`src/rtl/gate_tester2.sv`:
```
// gate_tester2: drives x1x0 through 00..11, samples the synchronised gate output
// after a settle period and records per-vector mismatches against EXPECTED.
module gate_tester2 #(
  parameter int         SETTLE_CYCLES = 4,
  parameter logic [3:0] EXPECTED      = 4'b1110
) (
  input  logic       clk,
  input  logic       rst_n,
  input  logic       start,
  input  logic       z0,
  output logic       x0,
  output logic       x1,
  output logic       busy,
  output logic       done,
  output logic       pass,
  output logic [3:0] fail_vec
);
  localparam int CW = (SETTLE_CYCLES < 3) ? 2 : $clog2(SETTLE_CYCLES);
  if (SETTLE_CYCLES < 3) begin : g_bad_settle
    $error("gate_tester2: SETTLE_CYCLES must be >= 3");
  end
  typedef enum logic [1:0] {IDLE, SETTLE, SAMPLE, DONE} state_t;
  state_t state_q, state_d;
  logic [1:0] v_q, v_d, x_q, x_d;
  logic [CW-1:0] cnt_q, cnt_d;
  logic busy_q, busy_d, done_q, done_d, pass_q, pass_d;
  logic [3:0] fail_q, fail_d, fail_hit;
  logic zm_q, zs_q;
  // the compare includes the bit being set this cycle so pass reflects all four vectors
  assign fail_hit = fail_q | ((zs_q != EXPECTED[v_q]) ? (4'b0001 << v_q) : 4'b0000);
  always_comb begin
    state_d = state_q;
    v_d     = v_q;
    x_d     = x_q;
    cnt_d   = cnt_q;
    busy_d  = busy_q;
    done_d  = done_q;
    pass_d  = pass_q;
    fail_d  = fail_q;
    unique case (state_q)
      IDLE, DONE: if (start) begin
        state_d = SETTLE;
        v_d     = 2'd0;
        x_d     = 2'd0;
        cnt_d   = '0;
        fail_d  = 4'b0000;
        busy_d  = 1'b1;
        done_d  = 1'b0;
        pass_d  = 1'b0;
      end
      SETTLE: begin
        cnt_d   = cnt_q + CW'(1);
        state_d = (cnt_q == CW'(SETTLE_CYCLES - 1)) ? SAMPLE : SETTLE;
      end
      SAMPLE: begin
        fail_d = fail_hit;
        if (v_q != 2'd3) begin
          state_d = SETTLE;
          v_d     = v_q + 2'd1;
          x_d     = v_q + 2'd1;
          cnt_d   = '0;
        end else begin
          state_d = DONE;
          x_d     = 2'd0;
          busy_d  = 1'b0;
          done_d  = 1'b1;
          pass_d  = (fail_hit == 4'b0000);
        end
      end
      default: state_d = IDLE;
    endcase
  end
  always_ff @(posedge clk or negedge rst_n) begin
    if (!rst_n) begin
      state_q <= IDLE;
      v_q     <= 2'd0;
      x_q     <= 2'd0;
      cnt_q   <= '0;
      busy_q  <= 1'b0;
      done_q  <= 1'b0;
      pass_q  <= 1'b0;
      fail_q  <= 4'b0000;
      zm_q    <= 1'b0;
      zs_q    <= 1'b0;
    end else begin
      state_q <= state_d;
      v_q     <= v_d;
      x_q     <= x_d;
      cnt_q   <= cnt_d;
      busy_q  <= busy_d;
      done_q  <= done_d;
      pass_q  <= pass_d;
      fail_q  <= fail_d;
      zm_q    <= z0;
      zs_q    <= zm_q;
    end
  end
  assign {x1, x0} = x_q;
  assign busy     = busy_q;
  assign done     = done_q;
  assign pass     = pass_q;
  assign fail_vec = fail_q;
endmodule

```
`config.mk`:
```
export PLATFORM = sky130hd
export DESIGN_NAME = gate_tester2
export DESIGN_NICKNAME = d
export VERILOG_FILES = /design/src/rtl/gate_tester2.sv
export SDC_FILE = /design/constraint.sdc
export NUM_CORES = 1
export LEC_CHECK = 0
export ABC_AREA = 1
export ABC_CLOCK_PERIOD_IN_PS = 1830
export CORE_MARGIN = 2
export CORE_UTILIZATION = 40
export CTS_CLUSTER_DIAMETER = 150
export DETAILED_ROUTE_END_ITERATION = 12
export GPL_TIMING_DRIVEN = 0
export HOLD_SLACK_MARGIN = 0.06
export PLACE_DENSITY_LB_ADDON = 0.08
export SETUP_SLACK_MARGIN = 0.4
export SLEW_MARGIN = 20
export SYNTH_ARGS = -nofsm -noshare
export SYNTH_HDL_FRONTEND = slang
export SYNTH_SLANG_ARGS = --single-unit
```
`constraint.sdc`:
```
create_clock -name clk -period 1.83 [get_ports clk]
set_input_delay 0.366 -clock clk [delete_from_list [all_inputs] [get_ports clk]]
set_output_delay 0.366 -clock clk [all_outputs]
set_load 0.005 [all_outputs]
```
==> impl_metrics.xml, run 1 <==
<?xml version="1.0" encoding="UTF-8"?>
<metrics>
  <group name="critical_path">
    <metric name="crit_path_end_kind" unit="">flop</metric>
    <metric name="required" unit="ns">2.06</metric>
    <metric name="crit_fanout" unit="">2</metric>
    <metric name="timing.critical_path.slowest_stage_cell" unit="">sky130_fd_sc_hd__dfrtp_1</metric>
    <metric name="terminus_of_the_critical_flop_to_flop_path" unit="">pass</metric>
    <metric name="timing.critical_path.arrival" unit="ns">1.61</metric>
    <metric name="r2r_cells" unit="">7</metric>
    <metric name="crit_path_cell_trace" unit="">inv_1 &gt; ha_1 &gt; ha_1 &gt; or2_2 &gt; nor2_1 &gt; nand3_1 &gt; nand2_1</metric>
    <metric name="critical-path-top-cell-by-count" unit="">sky130_fd_sc_hd__ha_1</metric>
    <metric name="critical_path.reg2reg.startpoint" unit="">v_q[0]</metric>
    <metric name="crit_path_start_kind" unit="">flop</metric>
    <metric name="timing.setup.critical_path_class" unit="">flop to flop</metric>
    <metric name="critical_path.max_stage_delay" unit="ns">0.36</metric>
    <metric name="rrSetupSlack" unit="ns">0.45</metric>
  </group>
  <group name="clock_tree">
    <metric name="clock_path_buffers" unit="">2</metric>
    <metric name="ctsHtreeMaxLevel" unit="">1</metric>
    <metric name="clock_tree_from_tritoncts" unit="">done</metric>
    <metric name="cts.root.buffer_cell" unit="">sky130_fd_sc_hd__clkbuf_4</metric>
    <metric name="clock_insertion_delay_worst_skew" unit="ns">0.29</metric>
    <metric name="clkSlewWorstSetupHoldPaths" unit="ns">0.10</metric>
    <metric name="cts_num_sinks" unit="">17</metric>
    <metric name="cts_made_buffers" unit="">3</metric>
  </group>
  <group name="sta">
    <metric name="worst_slew_margin_rel" unit="%">47.2</metric>
    <metric name="final.min_clock_period" unit="ns">1.38</metric>
    <metric name="final_max_slew_viol_count" unit="">0</metric>
    <metric name="worst_slew_pin_slew" unit="ns">0.790</metric>
    <metric name="totalNegativeSetupSlack" unit="ns">0</metric>
    <metric name="clock.fmax" unit="MHz">725</metric>
    <metric name="rsz0062_at_grt" unit="">true</metric>
    <metric name="final-hold-violation-count" unit="">0</metric>
    <metric name="setup_ws" unit="ns">0.452</metric>
    <metric name="worst_clock_skew" unit="ns">0.00445</metric>
    <metric name="finalSetupViolCount" unit="">0</metric>
    <metric name="final.period_utilization" unit="%">75.3</metric>
  </group>
  <group name="die">
    <metric name="core_area" unit="sq um">1980</metric>
    <metric name="design.die.area" unit="sq um">2510</metric>
    <metric name="die_width" unit="um">50.1</metric>
    <metric name="fp-row-count" unit="">16</metric>
    <metric name="ios" unit="">13</metric>
    <metric name="start_util" unit="%">42.9</metric>
    <metric name="vertical_die_dimension" unit="um">50.1</metric>
  </group>
  <group name="route">
    <metric name="drc" unit="">0</metric>
    <metric name="detailedRoute.firstIterationViolations" unit="">10</metric>
    <metric name="routed_wire_length_per_instance" unit="um">10.2</metric>
    <metric name="antenna_violating_nets_post_route" unit="">0</metric>
    <metric name="via_per_instance_ratio" unit="">4.57</metric>
    <metric name="first_pass_iters" unit="">4</metric>
    <metric name="via_count" unit="">681</metric>
    <metric name="routed_wirelength" unit="um">1520</metric>
  </group>
  <group name="hold_path">
    <metric name="worstHoldStart" unit="">zm_q</metric>
    <metric name="min_delay_worst_endpoint" unit="">zs_q</metric>
    <metric name="hold-path-cell-count" unit="">0</metric>
    <metric name="hold_class" unit="">flop to flop</metric>
  </group>
  <group name="placed_design">
    <metric name="numPlacedInstances" unit="">139</metric>
    <metric name="post-place-ws" unit="ns">0.331</metric>
    <metric name="finalWeightedCongestion" unit="">0.748</metric>
    <metric name="dp_hpwl" unit="um">1120</metric>
    <metric name="io_buffer_count" unit="">12</metric>
  </group>
  <group name="global_routing">
    <metric name="via_count_of_the_first_global_routing_pass" unit="">634</metric>
    <metric name="grt_max_degree" unit="">18</metric>
    <metric name="final_global_route_overflow_total" unit="">0</metric>
    <metric name="groute.usage.overall" unit="%">14.6</metric>
    <metric name="antenna_found_initial" unit="">0</metric>
    <metric name="wire_length_of_the_first_global_routing_pass" unit="um">2710</metric>
  </group>
  <group name="final_layout">
    <metric name="layout_commonest_cell" unit="">sky130_fd_sc_hd__nand2_1</metric>
    <metric name="area_delta_synth_final" unit="%">25.9</metric>
    <metric name="finish.net_count" unit="">135</metric>
    <metric name="n_antenna_cell" unit="">0</metric>
    <metric name="drive_gt1_share" unit="%">14.8</metric>
    <metric name="finalNonFillerCells" unit="">149</metric>
    <metric name="most-common-layout-cells" unit="">sky130_fd_sc_hd__nand2_1 (33), sky130_fd_sc_hd__dfrtp_1 (17), sky130_fd_sc_hd__inv_1 (15)</metric>
  </group>
  <group name="synthesis">
    <metric name="post_synthesis_instance_area" unit="sq um">850</metric>
    <metric name="synth_sequential_area_ratio" unit="%">50.1</metric>
    <metric name="postSynthNetCount" unit="">112</metric>
    <metric name="count_of_yosys_warnings_during_synthesis" unit="">0</metric>
    <metric name="postSynthAreaPerCell" unit="sq um">8.50</metric>
    <metric name="yosysUniqueCellTypes" unit="">14</metric>
    <metric name="post_synth_inst_count" unit="">100</metric>
    <metric name="synth.ff_latch_count" unit="">17</metric>
  </group>
  <group name="power_and_ir_drop">
    <metric name="p_per_area" unit="nW/um^2">989</metric>
    <metric name="total_leakage_power" unit="nW">0.638</metric>
    <metric name="fin_total_pwr" unit="mW">1.06</metric>
    <metric name="worst_vdd_rail_ir_drop" unit="mV">0.685</metric>
  </group>
  <group name="outcome">
    <metric name="run_status" unit="">finished, final reports clean</metric>
  </group>
  <group name="run">
    <metric name="max_cap_violations" unit="">0</metric>
  </group>
</metrics>
-- per-stage QoR --
| step | hold slack, ns | util (%) | cell area (sq um) |
|---|---|---|---|
| after floorplan | 0.0704 | - | 850 |
| final | 0.362 | 54.0 | 1070 |
| after global placement | 0.342 | 50.6 | 1000 |
| after detailed placement | 0.344 | 50.6 | 1000 |
| after CTS | 0.369 | 52.6 | 1040 |
| after global routing | 0.391 | 54.0 | 1070 |
-- area by class of cell --
| type | count | area, sq um |
|---|---|---|
| multi-input combinational | 66 | 363 |
| timing repair buffer | 18 | 158 |
| clock buffer | 4 | 26.3 |
| fill | 202 | 912 |
| sequential | 17 | 425 |
| inverter | 17 | 63.8 |
| tap | 27 | 33.8 |
-- cell usage after synthesis --
| master | n | area [sq um] |
|---|---|---|
| sky130_fd_sc_hd__or2_2 | 1 | 6.26 |
| sky130_fd_sc_hd__o21ai_0 | 5 | 25.0 |
| sky130_fd_sc_hd__nor2_2 | 1 | 6.26 |
| sky130_fd_sc_hd__ha_1 | 8 | 100 |
| sky130_fd_sc_hd__nand3_1 | 4 | 20.0 |
| sky130_fd_sc_hd__o211ai_1 | 1 | 7.51 |
| sky130_fd_sc_hd__nand2_2 | 4 | 25.0 |
| sky130_fd_sc_hd__nand3b_1 | 2 | 15.0 |
| sky130_fd_sc_hd__dfrtp_1 | 17 | 425 |
| sky130_fd_sc_hd__nand2_1 | 34 | 128 |
| sky130_fd_sc_hd__a21oi_1 | 1 | 5.00 |
| sky130_fd_sc_hd__nor2_1 | 4 | 15.0 |
| sky130_fd_sc_hd__o21bai_1 | 1 | 7.51 |
| sky130_fd_sc_hd__inv_1 | 17 | 63.8 |
-- timing repair --
item,4_1_cts,5_1_grt
pin swaps,0,1
hold buffers,0,0
setup endpoints to repair,13,12
resized for setup,8,4
buffers inserted,3,3
-- power by group --
group / switching, mW / internal, mW / total [mW]
Combinational: 0.216 / 0.174 / 0.390
Sequential: 0.0293 / 0.438 / 0.467
Clock: 0.116 / 0.0847 / 0.201
-- worst max-delay path, delay by kind of cell, from the launching register on --
kind | cells | cell delay (ns)
buf+inv | 1 | 0.06
simple gates | 4 | 0.53
flops | 1 | 0.36
fa+ha+maj | 2 | 0.38
-- sequential cells by signal, summed over array words and instances, names as in the netlist --
name / count
zm_q: 1
x_q: 2
zs_q: 1
fail_vec: 4
cnt_q: 2
busy: 1
pass: 1
v_q: 2
done: 1
state_q: 2
-- worst max-delay path by stage --
stage	start	slack [ns]	endpoint
after detailed placement	v_q[0]	0.33	pass
after CTS	fail_vec[0]	0.31	fail_vec[0]
after global placement	v_q[0]	0.33	pass
final	v_q[0]	0.45	pass
after floorplan	v_q[0]	0.46	pass
after global routing	v_q[0]	0.33	pass
-- cell families (layout without fill, tap and decap cells) --
family                   count (synthesis)  in the layout  share of synthesized area [%]
flip-flops                              17             17                           50.1
adder cells (fa/ha/maj)                  8              8                           11.8
AND/OR/NAND/NOR                         50             50                           25.3
AO/OA/AOI/OAI                            8              8                           5.30
buffers and inverters                   17             39                           7.51
-- per-layer routing --
layer | track usage (%) | up-vias | part of all wire (%)
li1 | - | 353 | -
met1 | 18.1 | 313 | 46
met2 | 24.1 | 13 | 48
met3 | 5.45 | 2 | 5.5
met4 | 2.78 | 0 | 0.46
met5 | 0 | - | 0
Note: power is estimated with default switching activity, not from simulation.
==> inputs of run 2 (changes only) <==
--- a/config.mk
+++ b/config.mk
@@ -6,7 +6,7 @@
 export NUM_CORES = 1
 export LEC_CHECK = 0
 export ABC_AREA = 1
-export ABC_CLOCK_PERIOD_IN_PS = 1830
+export ABC_CLOCK_PERIOD_IN_PS = 1450
 export CORE_MARGIN = 2
 export CORE_UTILIZATION = 40
 export CTS_CLUSTER_DIAMETER = 150
==> constraint.sdc (replaced) <==
create_clock -name clk -period 1.45 [get_ports clk]
set_input_delay 0.29 -clock clk [delete_from_list [all_inputs] [get_ports clk]]
set_output_delay 0.29 -clock clk [all_outputs]
set_load 0.005 [all_outputs]
==> run 2 against run 1 <==
Maximum frequency grew 2.4%. Clock-buffer cell count down 1. Final area rose by 12%. Hold slack worse by 0.32 ns. Via count rose by 2.8%. Sequential share of layout area fell by 4.2 points. Sequential cell count stayed put. Sequential power up 28%. Register-to-register slack worse by 0.35 ns. Non-clock buffer count rose by 5. Critical endpoint unchanged. Highest routed layer unchanged.
==> impl_metrics.xml, run 2 (synthesis results as in run 1) <==
<?xml version="1.0" encoding="UTF-8"?>
<metrics>
  <group name="outcome">
    <metric name="run_status" unit="">finished, final reports clean</metric>
  </group>
  <group name="global_routing">
    <metric name="antenna_found_initial" unit="">0</metric>
    <metric name="via_count_of_the_first_global_routing_pass" unit="">684</metric>
    <metric name="grt_max_degree" unit="">18</metric>
    <metric name="final_global_route_overflow_total" unit="">0</metric>
    <metric name="groute.usage.overall" unit="%">15.9</metric>
    <metric name="wire_length_of_the_first_global_routing_pass" unit="um">2940</metric>
  </group>
  <group name="final_layout">
    <metric name="area_delta_synth_final" unit="%">40.8</metric>
    <metric name="layout_commonest_cell" unit="">sky130_fd_sc_hd__nand2_1</metric>
    <metric name="most-common-layout-cells" unit="">sky130_fd_sc_hd__nand2_1 (20), sky130_fd_sc_hd__dfrtp_1 (17), sky130_fd_sc_hd__nand2_2 (14)</metric>
    <metric name="finish.net_count" unit="">140</metric>
    <metric name="n_antenna_cell" unit="">0</metric>
    <metric name="drive_gt1_share" unit="%">46.5</metric>
    <metric name="count_of_filler_cells_inserted_in_the_layout" unit="">181</metric>
    <metric name="largest_reg_flops" unit="">4</metric>
  </group>
  <group name="route">
    <metric name="antenna_violating_nets_post_route" unit="">0</metric>
    <metric name="routed_wirelength" unit="um">1710</metric>
    <metric name="routedLengthMet1" unit="um">807</metric>
    <metric name="first_pass_iters" unit="">3</metric>
    <metric name="via_per_instance_ratio" unit="">4.55</metric>
    <metric name="via_count" unit="">700</metric>
    <metric name="met3_length" unit="um">62</metric>
    <metric name="top_layer_used" unit="">met4</metric>
    <metric name="detailedRoute.firstIterationViolations" unit="">2</metric>
    <metric name="routed_wire_length_per_instance" unit="um">11.1</metric>
    <metric name="drc" unit="">0</metric>
    <metric name="wl_met2" unit="um">799</metric>
  </group>
  <group name="clock_tree">
    <metric name="cts_num_sinks" unit="">17</metric>
    <metric name="ctsHtreeMaxLevel" unit="">1</metric>
    <metric name="ctsHoldBuffers" unit="">0</metric>
    <metric name="clock_path_buffers" unit="">2</metric>
    <metric name="clock_insertion_delay_worst_skew" unit="ns">0.29</metric>
    <metric name="clock_tree_from_tritoncts" unit="">done</metric>
    <metric name="clkSlewWorstSetupHoldPaths" unit="ns">0.10</metric>
    <metric name="cts.root.buffer_cell" unit="">sky130_fd_sc_hd__clkbuf_4</metric>
    <metric name="cts_made_buffers" unit="">3</metric>
  </group>
  <group name="power_and_ir_drop">
    <metric name="worst_vdd_rail_ir_drop" unit="mV">0.886</metric>
    <metric name="p_per_area" unit="nW/um^2">1260</metric>
    <metric name="total_leakage_power" unit="nW">0.648</metric>
  </group>
  <group name="die">
    <metric name="ios" unit="">13</metric>
    <metric name="die_width" unit="um">50.1</metric>
    <metric name="core_area" unit="sq um">1980</metric>
    <metric name="design.die.area" unit="sq um">2510</metric>
    <metric name="vertical_die_dimension" unit="um">50.1</metric>
    <metric name="start_util" unit="%">42.9</metric>
    <metric name="fp-row-count" unit="">16</metric>
  </group>
  <group name="sta">
    <metric name="worst_slew_margin_rel" unit="%">50.0</metric>
    <metric name="worst_clock_skew" unit="ns">0.00102</metric>
    <metric name="finalHoldWorstSlack" unit="ns">0.0443</metric>
    <metric name="final-hold-violation-count" unit="">0</metric>
    <metric name="final.min_clock_period" unit="ns">1.35</metric>
    <metric name="final_max_slew_viol_count" unit="">0</metric>
    <metric name="final.period_utilization" unit="%">92.9</metric>
    <metric name="totalNegativeSetupSlack" unit="ns">0</metric>
    <metric name="rsz0062_at_grt" unit="">true</metric>
    <metric name="finalSetupViolCount" unit="">0</metric>
    <metric name="setup_ws" unit="ns">0.103</metric>
    <metric name="clock.fmax" unit="MHz">743</metric>
    <metric name="worst_slew_pin_slew" unit="ns">0.749</metric>
  </group>
  <group name="critical_path">
    <metric name="timing.critical_path.arrival" unit="ns">1.58</metric>
    <metric name="required" unit="ns">1.68</metric>
    <metric name="crit_path_end_kind" unit="">flop</metric>
    <metric name="critical_path.reg2reg.startpoint" unit="">v_q[0]</metric>
    <metric name="terminus_of_the_critical_flop_to_flop_path" unit="">pass</metric>
    <metric name="rrSetupSlack" unit="ns">0.10</metric>
    <metric name="r2r_cells" unit="">9</metric>
    <metric name="crit_fanout" unit="">3</metric>
    <metric name="timing.setup.critical_path_class" unit="">flop to flop</metric>
    <metric name="setup.worst_path.end" unit="">pass</metric>
    <metric name="cp-startpoint" unit="">v_q[0]</metric>
    <metric name="crit_path_start_kind" unit="">flop</metric>
  </group>
  <group name="placed_design">
    <metric name="io_buffer_count" unit="">12</metric>
    <metric name="dp_hpwl" unit="um">1150</metric>
    <metric name="post-place-ws" unit="ns">-0.00649</metric>
    <metric name="finalWeightedCongestion" unit="">0.744</metric>
  </group>
  <group name="run">
    <metric name="max_cap_violations" unit="">0</metric>
  </group>
  <group name="hold_path">
    <metric name="hold_class" unit="">input port to asynchronous set/reset pin</metric>
  </group>
</metrics>
-- run 2: cell count changes in the layout (fill, tap and decap cells not counted), sizes merged --
| cell | before | now |
|---|---|---|
| clkdlybuf4s50 | 3 | 2 |
| buf | 6 | 18 |
| dlygate4sd2 | 8 | 0 |
| clkbuf | 4 | 5 |
| clkinv | 0 | 1 |
-- run 2: worst min path at each step --
stage	from	to	slack (ns)	cells after the start
global placement	zm_q	zs_q	0.33	0
CTS	zm_q	zs_q	0.37	0
detailed placement	zm_q	zs_q	0.35	0
finish	rst_n	x_q[1]	0.04	1
floorplan	rst_n	busy	-0.006	0
global route	rst_n	x_q[1]	0.12	1
-- run 2: power by group --
part,total [mW],leakage (nW),internal (mW),switching (mW)
sequential,0.599,0.225,0.553,0.0462
combinational,0.654,0.406,0.298,0.356
clock,0.251,0.0177,0.103,0.149
-- run 2: area by class of cell --
type	instances	area, sq um	share of cell area, %
well taps	27	33.8	2.82
clock buffers	3	22.5	1.88
repair buffers	23	160	13.4
clock inverters	1	5.00	0.418
inverters	17	68.8	5.75
flip-flops and latches	17	425	35.6
multi-input cells	66	480	40.2
-- run 2: per-stage QoR --
step                      power (mW)  util, %  cells  cell area [sq um]
after floorplan                0.989        -    100                890
after global placement          1.13     52.7    139               1040
after detailed placement        1.14     52.7    139               1040
after CTS                       1.47     58.0    153               1150
after global routing            1.62     60.4    154               1200
final                           1.50     60.4    154               1200
-- run 2: layer usage --
metal	GRT usage, %	vias up
li1	-	359
met1	20.3	324
met2	24.8	12
met3	3.64	5
met4	8.33	0
met5	0	-
-- run 2: critical path: stages, from the launching register on --
cell and delay, ns:
sky130_fd_sc_hd__dfrtp_1 0.38, sky130_fd_sc_hd__inv_2 0.06, sky130_fd_sc_hd__ha_4 0.16, sky130_fd_sc_hd__ha_4 0.27
sky130_fd_sc_hd__inv_4 0.04, sky130_fd_sc_hd__nand2_2 0.05, sky130_fd_sc_hd__nand2_2 0.06, sky130_fd_sc_hd__nor2_2 0.11
sky130_fd_sc_hd__nand3_1 0.08, sky130_fd_sc_hd__nand2_1 0.07
-- run 2: what timing repair did --
item	CTS	global route
pin swaps	9	9
buffers inserted	10	1
resized for setup	41	22
endpoints found under the setup margin	24	41
==> inputs of run 3 (changes only) <==
--- a/config.mk
+++ b/config.mk
@@ -19,3 +19,4 @@
 export SYNTH_ARGS = -nofsm -noshare
 export SYNTH_HDL_FRONTEND = slang
 export SYNTH_SLANG_ARGS = --single-unit
+export TNS_END_PERCENT = 30
==> run 3 against run 2 <==
Setup slack worse by 0.043 ns. Wire length rose by 17%. Register-to-register slack worse by 0.04 ns. Largest power group unchanged. Global-route usage rose by 1.2 points. First-iteration DRC count rose to 5.0 times the previous value. Utilization rose by 1.5 points. Maximum frequency is 3.1% lower.
==> impl_metrics.xml, run 3 (synthesis results as in run 1) <==
<?xml version="1.0" encoding="UTF-8"?>
<metrics>
  <group name="clock_tree">
    <metric name="clkSlewWorstSetupHoldPaths" unit="ns">0.11</metric>
    <metric name="cts_num_sinks" unit="">17</metric>
    <metric name="clock_path_buffers" unit="">2</metric>
    <metric name="ctsHtreeMaxLevel" unit="">1</metric>
    <metric name="clock_insertion_delay_worst_skew" unit="ns">0.30</metric>
    <metric name="ctsHoldBuffers" unit="">0</metric>
    <metric name="cts.root.buffer_cell" unit="">sky130_fd_sc_hd__clkbuf_4</metric>
    <metric name="clock_tree_from_tritoncts" unit="">done</metric>
    <metric name="cts_made_buffers" unit="">3</metric>
  </group>
  <group name="route">
    <metric name="antenna_violating_nets_post_route" unit="">0</metric>
    <metric name="via_per_instance_ratio" unit="">4.52</metric>
    <metric name="via_count" unit="">714</metric>
    <metric name="detailedRoute.firstIterationViolations" unit="">10</metric>
    <metric name="drc" unit="">0</metric>
    <metric name="routed_wirelength" unit="um">1990</metric>
    <metric name="first_pass_iters" unit="">4</metric>
    <metric name="routed_wire_length_per_instance" unit="um">12.6</metric>
  </group>
  <group name="power_and_ir_drop">
    <metric name="p_per_area" unit="nW/um^2">1240</metric>
    <metric name="power.share.clock" unit="%">17.1</metric>
    <metric name="p_switching" unit="uW">558</metric>
    <metric name="fin_total_pwr" unit="mW">1.52</metric>
    <metric name="sw_frac_of_total" unit="%">36.8</metric>
    <metric name="comb_power_share" unit="%">43.5</metric>
    <metric name="seq_power_share" unit="%">39.4</metric>
    <metric name="worst_vdd_rail_ir_drop" unit="mV">0.728</metric>
    <metric name="p_int" unit="uW">960</metric>
    <metric name="total_leakage_power" unit="nW">0.684</metric>
  </group>
  <group name="critical_path">
    <metric name="timing.setup.critical_path_class" unit="">flop to flop</metric>
    <metric name="timing.critical_path.arrival" unit="ns">1.62</metric>
    <metric name="crit_fanout" unit="">3</metric>
    <metric name="timing.critical_path.slowest_stage_cell" unit="">sky130_fd_sc_hd__dfrtp_1</metric>
    <metric name="crit_path_start_kind" unit="">flop</metric>
    <metric name="required" unit="ns">1.68</metric>
    <metric name="critical_path.max_stage_delay" unit="ns">0.40</metric>
    <metric name="crit_path_cell_trace" unit="">inv_2 &gt; ha_4 &gt; ha_4 &gt; inv_2 &gt; nand2_1 &gt; nand2_2 &gt; nor2_2 &gt; nand3_1 &gt; nand2_1</metric>
    <metric name="crit_path_end_kind" unit="">flop</metric>
  </group>
  <group name="final_layout">
    <metric name="area_delta_synth_final" unit="%">44.3</metric>
    <metric name="n_antenna_cell" unit="">0</metric>
    <metric name="finish.net_count" unit="">144</metric>
    <metric name="drive_gt1_share" unit="%">39.7</metric>
    <metric name="most-common-layout-cells" unit="">sky130_fd_sc_hd__nand2_1 (26), sky130_fd_sc_hd__dfrtp_1 (17), sky130_fd_sc_hd__buf_4 (13)</metric>
    <metric name="finalNonFillerCells" unit="">158</metric>
    <metric name="count_of_filler_cells_inserted_in_the_layout" unit="">178</metric>
    <metric name="layout_commonest_cell" unit="">sky130_fd_sc_hd__nand2_1</metric>
    <metric name="largest_reg_flops" unit="">4</metric>
  </group>
  <group name="placed_design">
    <metric name="io_buffer_count" unit="">12</metric>
    <metric name="dp_hpwl" unit="um">1150</metric>
    <metric name="finalWeightedCongestion" unit="">0.754</metric>
    <metric name="numPlacedInstances" unit="">139</metric>
  </group>
  <group name="global_routing">
    <metric name="groute.usage.overall" unit="%">17.1</metric>
    <metric name="antenna_found_initial" unit="">0</metric>
    <metric name="final_global_route_overflow_total" unit="">0</metric>
    <metric name="via_count_of_the_first_global_routing_pass" unit="">712</metric>
    <metric name="grt_max_degree" unit="">18</metric>
    <metric name="wire_length_of_the_first_global_routing_pass" unit="um">3220</metric>
  </group>
  <group name="outcome">
    <metric name="run_status" unit="">finished, final reports clean</metric>
  </group>
  <group name="die">
    <metric name="vertical_die_dimension" unit="um">50.1</metric>
    <metric name="design.die.area" unit="sq um">2510</metric>
    <metric name="die_width" unit="um">50.1</metric>
    <metric name="core_area" unit="sq um">1980</metric>
    <metric name="start_util" unit="%">42.9</metric>
    <metric name="fp-row-count" unit="">16</metric>
    <metric name="ios" unit="">13</metric>
  </group>
  <group name="sta">
    <metric name="clock.fmax" unit="MHz">720</metric>
    <metric name="rsz0062_at_grt" unit="">true</metric>
    <metric name="totalNegativeSetupSlack" unit="ns">0</metric>
    <metric name="final_max_slew_viol_count" unit="">0</metric>
    <metric name="worst_slew_pin_slew" unit="ns">0.764</metric>
    <metric name="final.min_clock_period" unit="ns">1.39</metric>
    <metric name="finalSetupViolCount" unit="">0</metric>
    <metric name="final.period_utilization" unit="%">95.8</metric>
    <metric name="worst_clock_skew" unit="ns">0.0174</metric>
    <metric name="final-hold-violation-count" unit="">0</metric>
    <metric name="worst_slew_margin_rel" unit="%">48.9</metric>
    <metric name="finalHoldWorstSlack" unit="ns">0.355</metric>
  </group>
  <group name="hold_path">
    <metric name="hold_class" unit="">flop to flop</metric>
  </group>
  <group name="run">
    <metric name="max_cap_violations" unit="">0</metric>
  </group>
</metrics>
-- run 3: cell count changes in the layout (fill, tap and decap cells not counted), moves of 2 or more --
| cell | change |
|---|---|
| sky130_fd_sc_hd__clkbuf_2 | -2 |
| sky130_fd_sc_hd__buf_4 | +2 |
| sky130_fd_sc_hd__buf_2 | -2 |
| sky130_fd_sc_hd__nand2_2 | -6 |
| sky130_fd_sc_hd__buf_6 | +2 |
| sky130_fd_sc_hd__dlygate4sd2_1 | +4 |
| sky130_fd_sc_hd__nand2_1 | +6 |
-- run 3: path summary, 6_finish.rpt --
path	startpoint	endpoint	slack, ns	cells after the start
hold / removal	zm_q	zs_q	0.35	0
max in group asynchronous	rst_n	pass	0.52	1
setup reg to reg	v_q[1]	pass	0.06	9
min in group asynchronous	rst_n	x_q[1]	0.43	1
setup / recovery	v_q[1]	pass	0.06	9
hold reg to reg	zm_q	zs_q	0.35	0
-- run 3: area by class of cell --
type                    instances  area, sq um  share of cell area (%)
clock buffers                   4         26.3                    2.14
multi-input cells              66          464                    37.9
flip-flops and latches         17          425                    34.7
inverters                      17         66.3                    5.41
repair buffers                 27          210                    17.1
well taps                      27         33.8                    2.76
-- run 3: repair_timing --
| item | in CTS | in global routing |
|---|---|---|
| endpoints found under the setup margin | 24 | 41 |
| hold endpoints to repair | 0 | 0 |
| setup buffers | 11 | 4 |
| pin swaps | 4 | 10 |
| gates resized for setup | 31 | 24 |
-- run 3: per-layer routing --
metal  GRT usage (%)  routed length [um]  share of wire (%)  vias to the layer above
met5               0                   0                  0                        -
met4            1.39                   7               0.35                        0
met3            5.45                  81                4.1                        2
met2            29.6                 990                 50                       14
met1            21.4                 915                 46                      331
li1                -                   -                  -                      367
-- run 3: through the flow --
stage,setup WS [ns],utilization (%),instance area [sq um]
global placement,0.0370,51.5,1020
detailed placement,0.0117,51.5,1020
CTS,0.113,56.9,1130
finish,0.0603,61.9,1230
floorplan,0.171,-,867
global route,-0.00741,61.9,1230
-- run 3: power groups by stage --
stage,sequential (mW),clock [mW],combinational (mW)
2_1_floorplan,0.602,0,0.326
3_3_place_gp,0.606,0,0.458
3_5_place_dp,0.608,0,0.472
4_1_cts,0.596,0.265,0.535
5_1_grt,0.608,0.286,0.726
6_report,0.598,0.259,0.661
-- run 3: critical path: cells and delay by family, from the launching register on --
kind                       cells  cell delay [ns]
adders and majority gates      2             0.43
buffers and inverters          2             0.11
DFF                            1             0.40
and+or+nand+nor                5             0.38
